$ cat config.mk
export PLATFORM = sky130hd
export DESIGN_NAME = mem_arbiter
export DESIGN_NICKNAME = d
export VERILOG_FILES = /design/src/rtl/mem_arbiter.sv
export SDC_FILE = /design/constraint.sdc
export NUM_CORES = 1
export LEC_CHECK = 0
export BUFFER_PORTS_ARGS = -buffer_cell sky130_fd_sc_hd__buf_4
export CAP_MARGIN = 0
export CELL_PAD_IN_SITES_DETAIL_PLACEMENT = 1
export CELL_PAD_IN_SITES_GLOBAL_PLACEMENT = 2
export CORE_MARGIN = 1.5
export CORE_UTILIZATION = 27
export CTS_CLUSTER_DIAMETER = 100
export DETAILED_ROUTE_END_ITERATION = 8
export PLACE_DENSITY_LB_ADDON = 0.1
export SLEW_MARGIN = 20
export SYNTH_ARGS = -nofsm -noshare
export SYNTH_HDL_FRONTEND = slang
export SYNTH_SLANG_ARGS = --single-unit
$ cat constraint.sdc
create_clock -name clk -period 3.85 [get_ports clk]
set_input_delay 0.9625 -clock clk [delete_from_list [all_inputs] [get_ports clk]]
set_output_delay 0.9625 -clock clk [all_outputs]
set_load 0.02 [all_outputs]
$ cat src/rtl/mem_arbiter.sv
// ============================================================================
// Module   : mem_arbiter
// Brief    : Shares NUM_CHANNELS memory channels among NUM_CONSUMERS requesters
//            using per-channel handshake FSMs and a round-robin allocator.
// Revision : 1.0 - initial release
// ============================================================================
`default_nettype none

module mem_arbiter #(
    parameter int ADDR_BITS     = 8,
    parameter int DATA_BITS     = 16,
    parameter int NUM_CONSUMERS = 4,
    parameter int NUM_CHANNELS  = 1,
    parameter int WRITE_ENABLE  = 1
) (
    input  logic                     clk,
    input  logic                     reset,

    input  logic [NUM_CONSUMERS-1:0] consumer_read_valid,
    input  logic [ADDR_BITS-1:0]     consumer_read_address  [NUM_CONSUMERS],
    output logic [NUM_CONSUMERS-1:0] consumer_read_ready,
    output logic [DATA_BITS-1:0]     consumer_read_data     [NUM_CONSUMERS],
    input  logic [NUM_CONSUMERS-1:0] consumer_write_valid,
    input  logic [ADDR_BITS-1:0]     consumer_write_address [NUM_CONSUMERS],
    input  logic [DATA_BITS-1:0]     consumer_write_data    [NUM_CONSUMERS],
    output logic [NUM_CONSUMERS-1:0] consumer_write_ready,

    output logic [NUM_CHANNELS-1:0]  mem_read_valid,
    output logic [ADDR_BITS-1:0]     mem_read_address  [NUM_CHANNELS],
    input  logic [NUM_CHANNELS-1:0]  mem_read_ready,
    input  logic [DATA_BITS-1:0]     mem_read_data     [NUM_CHANNELS],
    output logic [NUM_CHANNELS-1:0]  mem_write_valid,
    output logic [ADDR_BITS-1:0]     mem_write_address [NUM_CHANNELS],
    output logic [DATA_BITS-1:0]     mem_write_data    [NUM_CHANNELS],
    input  logic [NUM_CHANNELS-1:0]  mem_write_ready
);

    localparam int         c_IDX_W   = (NUM_CONSUMERS > 1) ? $clog2(NUM_CONSUMERS) : 1;
    localparam logic       c_WR_EN   = (WRITE_ENABLE != 0);

    localparam logic [2:0] c_ST_IDLE       = 3'd0;
    localparam logic [2:0] c_ST_READ_WAIT  = 3'd1;
    localparam logic [2:0] c_ST_WRITE_WAIT = 3'd2;
    localparam logic [2:0] c_ST_READ_RELAY = 3'd3;
    localparam logic [2:0] c_ST_WRITE_RELAY= 3'd4;

    logic [2:0]               state_q  [NUM_CHANNELS];
    logic [2:0]               state_d  [NUM_CHANNELS];
    logic [c_IDX_W-1:0]       owner_q  [NUM_CHANNELS];
    logic [c_IDX_W-1:0]       owner_d  [NUM_CHANNELS];
    logic [NUM_CONSUMERS-1:0] claimed_q, claimed_d;
    logic [c_IDX_W-1:0]       rr_ptr_q, rr_ptr_d;

    logic [NUM_CHANNELS-1:0]  mem_read_valid_q, mem_read_valid_d;
    logic [NUM_CHANNELS-1:0]  mem_write_valid_q, mem_write_valid_d;
    logic [ADDR_BITS-1:0]     mem_read_address_q  [NUM_CHANNELS];
    logic [ADDR_BITS-1:0]     mem_read_address_d  [NUM_CHANNELS];
    logic [ADDR_BITS-1:0]     mem_write_address_q [NUM_CHANNELS];
    logic [ADDR_BITS-1:0]     mem_write_address_d [NUM_CHANNELS];
    logic [DATA_BITS-1:0]     mem_write_data_q    [NUM_CHANNELS];
    logic [DATA_BITS-1:0]     mem_write_data_d    [NUM_CHANNELS];

    logic [NUM_CONSUMERS-1:0] consumer_read_ready_q, consumer_read_ready_d;
    logic [NUM_CONSUMERS-1:0] consumer_write_ready_q, consumer_write_ready_d;
    logic [DATA_BITS-1:0]     consumer_read_data_q [NUM_CONSUMERS];
    logic [DATA_BITS-1:0]     consumer_read_data_d [NUM_CONSUMERS];

    // Scratch for the allocator: consumers unavailable this cycle, and those finishing.
    logic [NUM_CONSUMERS-1:0] w_taken;
    logic [NUM_CONSUMERS-1:0] w_released;
    logic                     w_found;
    int                       w_sel;
    int                       w_cand;

    always_comb begin
        state_d                = state_q;
        owner_d                = owner_q;
        rr_ptr_d               = rr_ptr_q;
        mem_read_valid_d       = mem_read_valid_q;
        mem_write_valid_d      = mem_write_valid_q;
        mem_read_address_d     = mem_read_address_q;
        mem_write_address_d    = mem_write_address_q;
        mem_write_data_d       = mem_write_data_q;
        consumer_read_ready_d  = consumer_read_ready_q;
        consumer_write_ready_d = consumer_write_ready_q;
        consumer_read_data_d   = consumer_read_data_q;
        w_taken                = claimed_q;
        w_released             = '0;
        w_found                = 1'b0;
        w_sel                  = 0;
        w_cand                 = 0;

        for (int ch = 0; ch < NUM_CHANNELS; ch++) begin
            w_found = 1'b0;
            w_sel   = 0;
            case (state_q[ch])
                c_ST_IDLE: begin
                    for (int k = 0; k < NUM_CONSUMERS; k++) begin
                        w_cand = (int'(rr_ptr_q) + k) % NUM_CONSUMERS;
                        if (!w_found && !w_taken[w_cand] &&
                            (consumer_read_valid[w_cand] ||
                             (c_WR_EN && consumer_write_valid[w_cand]))) begin
                            w_found = 1'b1;
                            w_sel   = w_cand;
                        end
                    end
                    if (w_found) begin
                        w_taken[w_sel] = 1'b1;
                        owner_d[ch]    = c_IDX_W'(w_sel);
                        rr_ptr_d       = c_IDX_W'((w_sel + 1) % NUM_CONSUMERS);
                        // Reads take priority when a consumer raises both valids.
                        if (consumer_read_valid[w_sel]) begin
                            state_d[ch]            = c_ST_READ_WAIT;
                            mem_read_valid_d[ch]   = 1'b1;
                            mem_read_address_d[ch] = consumer_read_address[w_sel];
                        end else begin
                            state_d[ch]             = c_ST_WRITE_WAIT;
                            mem_write_valid_d[ch]   = 1'b1;
                            mem_write_address_d[ch] = consumer_write_address[w_sel];
                            mem_write_data_d[ch]    = consumer_write_data[w_sel];
                        end
                    end
                end
                c_ST_READ_WAIT: begin
                    if (mem_read_ready[ch]) begin
                        mem_read_valid_d[ch]                  = 1'b0;
                        consumer_read_data_d[owner_q[ch]]     = mem_read_data[ch];
                        consumer_read_ready_d[owner_q[ch]]    = 1'b1;
                        state_d[ch]                           = c_ST_READ_RELAY;
                    end
                end
                c_ST_WRITE_WAIT: begin
                    if (mem_write_ready[ch]) begin
                        mem_write_valid_d[ch]                 = 1'b0;
                        consumer_write_ready_d[owner_q[ch]]   = 1'b1;
                        state_d[ch]                           = c_ST_WRITE_RELAY;
                    end
                end
                c_ST_READ_RELAY: begin
                    if (!consumer_read_valid[owner_q[ch]]) begin
                        consumer_read_ready_d[owner_q[ch]] = 1'b0;
                        w_released[owner_q[ch]]            = 1'b1;
                        state_d[ch]                        = c_ST_IDLE;
                    end
                end
                c_ST_WRITE_RELAY: begin
                    if (!consumer_write_valid[owner_q[ch]]) begin
                        consumer_write_ready_d[owner_q[ch]] = 1'b0;
                        w_released[owner_q[ch]]             = 1'b1;
                        state_d[ch]                         = c_ST_IDLE;
                    end
                end
                default: begin
                    state_d[ch] = c_ST_IDLE;
                end
            endcase
        end

        claimed_d = w_taken & ~w_released;
    end

    always_ff @(posedge clk) begin
        if (reset) begin
            for (int ch = 0; ch < NUM_CHANNELS; ch++) begin
                state_q[ch]             <= c_ST_IDLE;
                owner_q[ch]             <= '0;
                mem_read_address_q[ch]  <= '0;
                mem_write_address_q[ch] <= '0;
                mem_write_data_q[ch]    <= '0;
            end
            for (int u = 0; u < NUM_CONSUMERS; u++) begin
                consumer_read_data_q[u] <= '0;
            end
            claimed_q              <= '0;
            rr_ptr_q               <= '0;
            mem_read_valid_q       <= '0;
            mem_write_valid_q      <= '0;
            consumer_read_ready_q  <= '0;
            consumer_write_ready_q <= '0;
        end else begin
            state_q                <= state_d;
            owner_q                <= owner_d;
            claimed_q              <= claimed_d;
            rr_ptr_q               <= rr_ptr_d;
            mem_read_valid_q       <= mem_read_valid_d;
            mem_write_valid_q      <= mem_write_valid_d;
            mem_read_address_q     <= mem_read_address_d;
            mem_write_address_q    <= mem_write_address_d;
            mem_write_data_q       <= mem_write_data_d;
            consumer_read_ready_q  <= consumer_read_ready_d;
            consumer_write_ready_q <= consumer_write_ready_d;
            consumer_read_data_q   <= consumer_read_data_d;
        end
    end

    assign mem_read_valid       = mem_read_valid_q;
    assign mem_read_address     = mem_read_address_q;
    assign mem_write_valid      = mem_write_valid_q;
    assign mem_write_address    = mem_write_address_q;
    assign mem_write_data       = mem_write_data_q;
    assign consumer_read_ready  = consumer_read_ready_q;
    assign consumer_read_data   = consumer_read_data_q;
    assign consumer_write_ready = consumer_write_ready_q;

endmodule

`default_nettype wire

* Word-level counts from Yosys, hierarchy flattened
Index checks and enable logic that the tools add are counted.
Cells by class: mux-type cells 95, $lt $le $gt $ge 11, add/sub/neg operators 4, reduce and logical (&&, ||, !) cells 38, equality and inequality tests 11, bitwise logic cells 14
Operators by type and width (count):
- 32-bit 2-to-1 mux | 4
- 64-bit bitwise mux | 1
- 16-bit 2-to-1 mux | 3
- 1-bit 2-to-1 mux | 41
- 16-bit binary-select mux with 2-bit select | 1
- 8-bit binary-select mux with 2-bit select | 2
- 16-bit demux with 2-bit select | 1
- 32-bit by 1-bit greater-or-equal comparator with 1-bit output, second input constant | 1
- 32-bit by 3-bit greater-or-equal comparator with 1-bit output, second input constant | 1
- 32-bit by 4-bit less-than comparator with 1-bit output, second input constant | 1
- 4-bit 2-to-1 mux | 8
- 8-bit 2-to-1 mux | 4
- 32-bit inverter | 1
- 1-bit binary-select mux with 2-bit select | 15
- 4-bit one-hot mux with 2 select lines | 3
- 3-bit 2-to-1 mux | 5
- 3-bit one-hot mux with 5 select lines | 1
- 4-bit AND | 3
- 3-bit by 4-bit less-than comparator with 1-bit output, second input constant | 3
- 2-bit inequality test, second input constant | 6
- 4-bit OR | 3
- 3-bit AND reduction | 4
- 1-bit logical AND | 10
- 4-bit inverter | 2
- 24 further kinds | 49
Storage, ports and cells: output and inout port bits 106, register bits after elaboration 117, input bits 156, logic and storage cells 188

* Logic depth before layout (Yosys ltp)
depth in word-level cells 29, gate-level depth with buffers 10

* Least setup slack after synthesis
OpenSTA, ideal clock, no wires.
path kind in2reg, from in consumer_read_valid[1], to reg mem_write_address_q (netlist bit mem_write_address[0]), required time 3.779 ns, library setup time 0.071 ns, setup slack 1.197 ns, stages on the path 9, arrival time 2.583 ns, path buffers 2, cell sequence o21ba_2 or3_1 o221a_1 buf_6 a211oi_4 a22o_4 buf_12 nand3_2 a21oi_2
Between the ends: word-level cells in the longest chain between the ends 26
Ends and longest elaborated chain:
- from (decl) | RTL line 19 | input logic [NUM_CONSUMERS-1:0] consumer_read_valid,
- 1-bit binary-select mux with 2-bit select | RTL line 101 | (consumer_read_valid[w_cand] ||
- 1-bit 2-to-1 mux (implied by the code) | RTL line 101
- 1-bit logical OR | RTL line 101
- 1-bit logical AND | RTL line 100 | if (!w_found && !w_taken[w_cand] &&
- 1-bit 2-to-1 mux | RTL line 100
- 1-bit 2-to-1 mux | RTL line 96 | case (state_q[ch])
- 1-bit zero test | RTL line 100
- 1-bit logical AND (2 in a row) | RTL line 100
- [... 7 more ...]
- 1-bit zero test | RTL line 100
- 1-bit logical AND (2 in a row) | RTL line 100
- 32-bit 2-to-1 mux | RTL line 100
- 32-bit 2-to-1 mux | RTL line 96
- 1-bit binary-select mux with 2-bit select | RTL line 112 | if (consumer_read_valid[w_sel]) begin
- 1-bit 2-to-1 mux (implied by the code) (2 in a row) | RTL line 112
- 1-bit inverter (no line)
- 3-bit AND reduction (no line)
- to (signal assigned) | RTL line 188 | mem_write_address_q <= mem_write_address_d;
- to (decl) | RTL line 58 | logic [ADDR_BITS-1:0] mem_write_address_q [NUM_CHANNELS];
Several ways; a longest one is shown, not always the timed one. The select of a mux whose other input is x is not followed. A chain may end at the register's enable or synchronous reset.

* Worst setup path in the final report
from in consumer_read_valid[2], to reg mem_write_data_q (netlist bit mem_write_data[2])
Between the ends: word-level cells in the longest chain between the ends 26
Ends and longest elaborated chain:
- 1-bit binary-select mux with 2-bit select | RTL line 101
- 1-bit 2-to-1 mux (implied by the code) | RTL line 101
- 1-bit logical OR | RTL line 101
- 1-bit logical AND | RTL line 100
- 1-bit 2-to-1 mux | RTL line 100
- 1-bit 2-to-1 mux | RTL line 96
- 1-bit zero test | RTL line 100
- 1-bit logical AND (2 in a row) | RTL line 100
- [... 7 more ...]
- 1-bit zero test | RTL line 100
- 1-bit logical AND (2 in a row) | RTL line 100
- 32-bit 2-to-1 mux | RTL line 100
- 32-bit 2-to-1 mux | RTL line 96
- 1-bit binary-select mux with 2-bit select | RTL line 112
- 1-bit 2-to-1 mux (implied by the code) (2 in a row) | RTL line 112
- 1-bit inverter (no line)
- 3-bit AND reduction (no line)
- to (signal assigned) | RTL line 189 | mem_write_data_q <= mem_write_data_d;
- to (decl) | RTL line 60 | logic [DATA_BITS-1:0] mem_write_data_q [NUM_CHANNELS];
Several ways; a longest one is shown, not always the timed one. The select of a mux whose other input is x is not followed.

==> impl_metrics.tcl <==
set metrics [dict create \
    num-fill-cells 2590 \
    clk-insertion-delay-late_ns 0.41 \
    rsz0062_at_grt "no" \
    hold_buffers 0 \
    num-nets-final 1142 \
    netlist_instances 752 \
    post_cts_resized 0 \
    ant_nets 0 \
    cts_sinks 117 \
    antenna_cells 0 \
    synthToLayoutAreaGrowth_pct 48.1 \
    h-tree-depth 4 \
    die_h_um 149 \
    clkPwrFrac 0.271 \
    core_area_mm2 0.0209 \
    combPwrFrac 0.469 \
    ys_seq_area_frac 0.410 \
    grt_pass1_vias 6110 \
    portBuffers 261 \
    wl_per_cell_um 16.4 \
    rows 53 \
    yosys_warnings 0 \
    drv_cap 0 \
    grt_overflow 0 \
    drtIter0Drc 120 \
    synth_top_area_share 0.410 \
    final_layout_size_suffix_gt1_frac 0.360 \
    hold_violations 0 \
    critical_path.startpoint "consumer_read_valid[2]" \
    synth_ff_type "dfxtp_1" \
    pwr_density_cell_mw_per_mm2 700 \
    total_power_uw 5920 \
    synth-seq-cells 117 \
    timing.fmax_mhz 356 \
    power.net_switching_uw 2470 \
    ir_drop_mv 0.409 \
    skew_ns 0.0107 \
    crit_required_ns 4.18 \
    cts_root_buf "clkbuf_16" \
    drt-total-wl_um 20900 \
    tightest_slew_ns 0.791 \
    place_congestion 0.822 \
    cts_buffers 17 \
    clk_pin_slew_ns 0.06 \
    p_int_uw 3450 \
    die_area_mm2 0.0221 \
    die_w_um 149 \
    num_io_pins 262 \
    clockBufferDepth 2 \
    cp-end-kind "register" \
    synth_nets 908 \
    hp-start "consumer_read_data[20]" \
    leakage_uw 0.00359 \
    synthTopCellsByArea "dfxtp_1, nand2_1, a21oi_1" \
    area.sequential_mm2 0.00234 \
    fin_crit_sh 0.730 \
    ff2ff_path_depth 8 \
    cts_setup_buffers 0 \
    r2r-start "rr_ptr_q[1]" \
    synth.avg_cell_area_um2 7.60 \
    multi_input_area_mm2 0.00310 \
    reg2reg_to "mem_write_data[2]" \
    setup_viol 0 \
    critPathMaxFanout 52 \
    swShare 0.417 \
    antenna_found_initial 0 \
    via_per_inst 4.67 \
    synth_top_area_cell "dfxtp_1" \
    worstHoldPathType "reg2reg" \
    synth_edf_count 0 \
    slew_headroom 0.472 \
    vias 5955 \
    worstSetupPathType "in2reg" \
    async_flop_share 0 \
    holdPathEnd "consumer_read_data[20]" \
    place_hpwl_um 15000 \
    slew_violations 0 \
    route.detailed.drc 0 \
    cts_tree "done" \
    tns_ns 0 \
    grt_max_degree 60 \
    grt_usage 0.191 \
    seqPwrFrac 0.260 \
    min_path_cells 2 \
    synth_area_mm2 0.00572 \
    worstPathArrival_ns 3.14 \
    first_pass_iters 4 \
    start_util 0.274 \
    fin_crit_ns 2.81 \
    rrSetupSlack_ns 1.14 \
    grt_pass1_wl_um 32900 \
    status "completed" \
    ys_types 49 \
    cp-start-kind "input port" \
]
==> layout by cell type (no fill, tap or decap), types with 3 or more instances in the layout <==
master / synthesis / routed
buf_4: 1 / 272
nand2_1: 219 / 219
dfxtp_1: 117 / 117
a21oi_1: 86 / 86
nor2_1: 71 / 71
mux2i_1: 34 / 34
nand3_1: 31 / 31
o21ai_0: 28 / 28
nand3_2: 19 / 19
a21oi_2: 19 / 19
clkbuf_16: 0 / 17
a211oi_1: 9 / 9
inv_1: 5 / 5
and2_1: 5 / 5
o21bai_1: 4 / 4
inv_6: 0 / 4
o21ba_2: 3 / 3
nor2b_1: 3 / 3
nor3_1: 3 / 3
a31oi_1: 3 / 3
clkinv_4: 0 / 3
==> cells by family (layout without fill, tap and decap cells) <==
family / count (synthesis) / count (layout) / share of synthesized area
simple gates: 366 / 366 / 0.282
buf+inv: 63 / 310 / 0.0525
compound gates: 168 / 168 / 0.184
flops: 117 / 117 / 0.410
mux: 38 / 38 / 0.0714
==> registers in the layout, indices dropped and copies added, names as in the netlist, named ones only <==
signal and count:
mem_write_address 8, rr_ptr_q 2, mem_write_valid 1, consumer_read_data 64
owner_q 2, mem_read_valid 1, state_q 3, mem_write_data 16
mem_read_address 8, claimed_q 4
==> worst max-delay path by stage <==
stage                                 endpoint  slack [ns]
final                        mem_write_data[2]        1.04
after CTS                 mem_write_address[2]        1.04
after global placement       mem_write_data[2]        0.65
after detailed placement  mem_write_address[2]        0.60
after floorplan           mem_write_address[0]        1.20
after global routing      mem_write_address[7]        0.83
==> metal layers <==
metal  track usage  part of all wire  vias to the layer above
li1              -                 -                     2997
met1         0.227              0.44                     2782
met2         0.331              0.48                      159
met3        0.0546             0.060                       17
met4        0.0629             0.015                        0
met5             0                 0                        -
==> worst max-delay path, stage by stage <==
cell and delay, ns:
buf_4 0.11, o21bai_1 0.16, mux2_2 0.34, o221ai_4 0.64, buf_12 0.32, nor2_1 0.07, o21ai_0 0.23, nand3_2 0.12
a21oi_2 0.15
==> final cells by class <==
class	instances	area share
Tap cell	275	0.0407
Clock inverter	13	0.0173
Sequential cell	117	0.277
Timing Repair Buffer	273	0.244
Multi-Input combinational cell	572	0.366
Inverter	5	0.00222
Clock buffer	19	0.0535
==> power groups by stage <==
| stage | Sequential [uW] | Combinational, uW | Clock (uW) |
|---|---|---|---|
| 2_1_floorplan | 1640 | 1960 | 0 |
| 3_3_place_gp | 1570 | 2840 | 0 |
| 3_5_place_dp | 1570 | 2840 | 0 |
| 4_1_cts | 1550 | 2850 | 1660 |
| 5_1_grt | 1570 | 3070 | 1710 |
| 6_report | 1540 | 2780 | 1610 |
==> cell usage after synthesis (all sizes together), types with 2 or more instances <==
library cell / instances
a211oi: 11
a21oi: 105
a31oi: 3
and2: 5
buf: 21
clkbuf: 37
dfxtp: 117
inv: 5
mux2: 2
mux2i: 34
mux4: 2
nand2: 219
nand2b: 2
nand3: 50
nor2: 71
nor2b: 3
nor3: 5
o211ai: 2
o21ai: 28
o21ba: 3
o21bai: 4
o22ai: 2
o31ai: 2
or3: 2
==> metrics by stage <==
step / cell area (um2) / setup WS, ns / hold slack [ns] / util / std cells
3_5_place_dp: 7870 / 0.596 / 0.448 / 0.377 / 1242
6_report: 8460 / 1.04 / 0.452 / 0.405 / 1274
3_3_place_gp: 7870 / 0.647 / 0.442 / 0.377 / 1242
4_1_cts: 8460 / 1.04 / 0.456 / 0.405 / 1274
2_1_floorplan: 5720 / 1.20 / 0.498 / - / 752
5_1_grt: 8460 / 0.831 / 0.472 / 0.405 / 1274
Power figures use the tool's default switching activity.
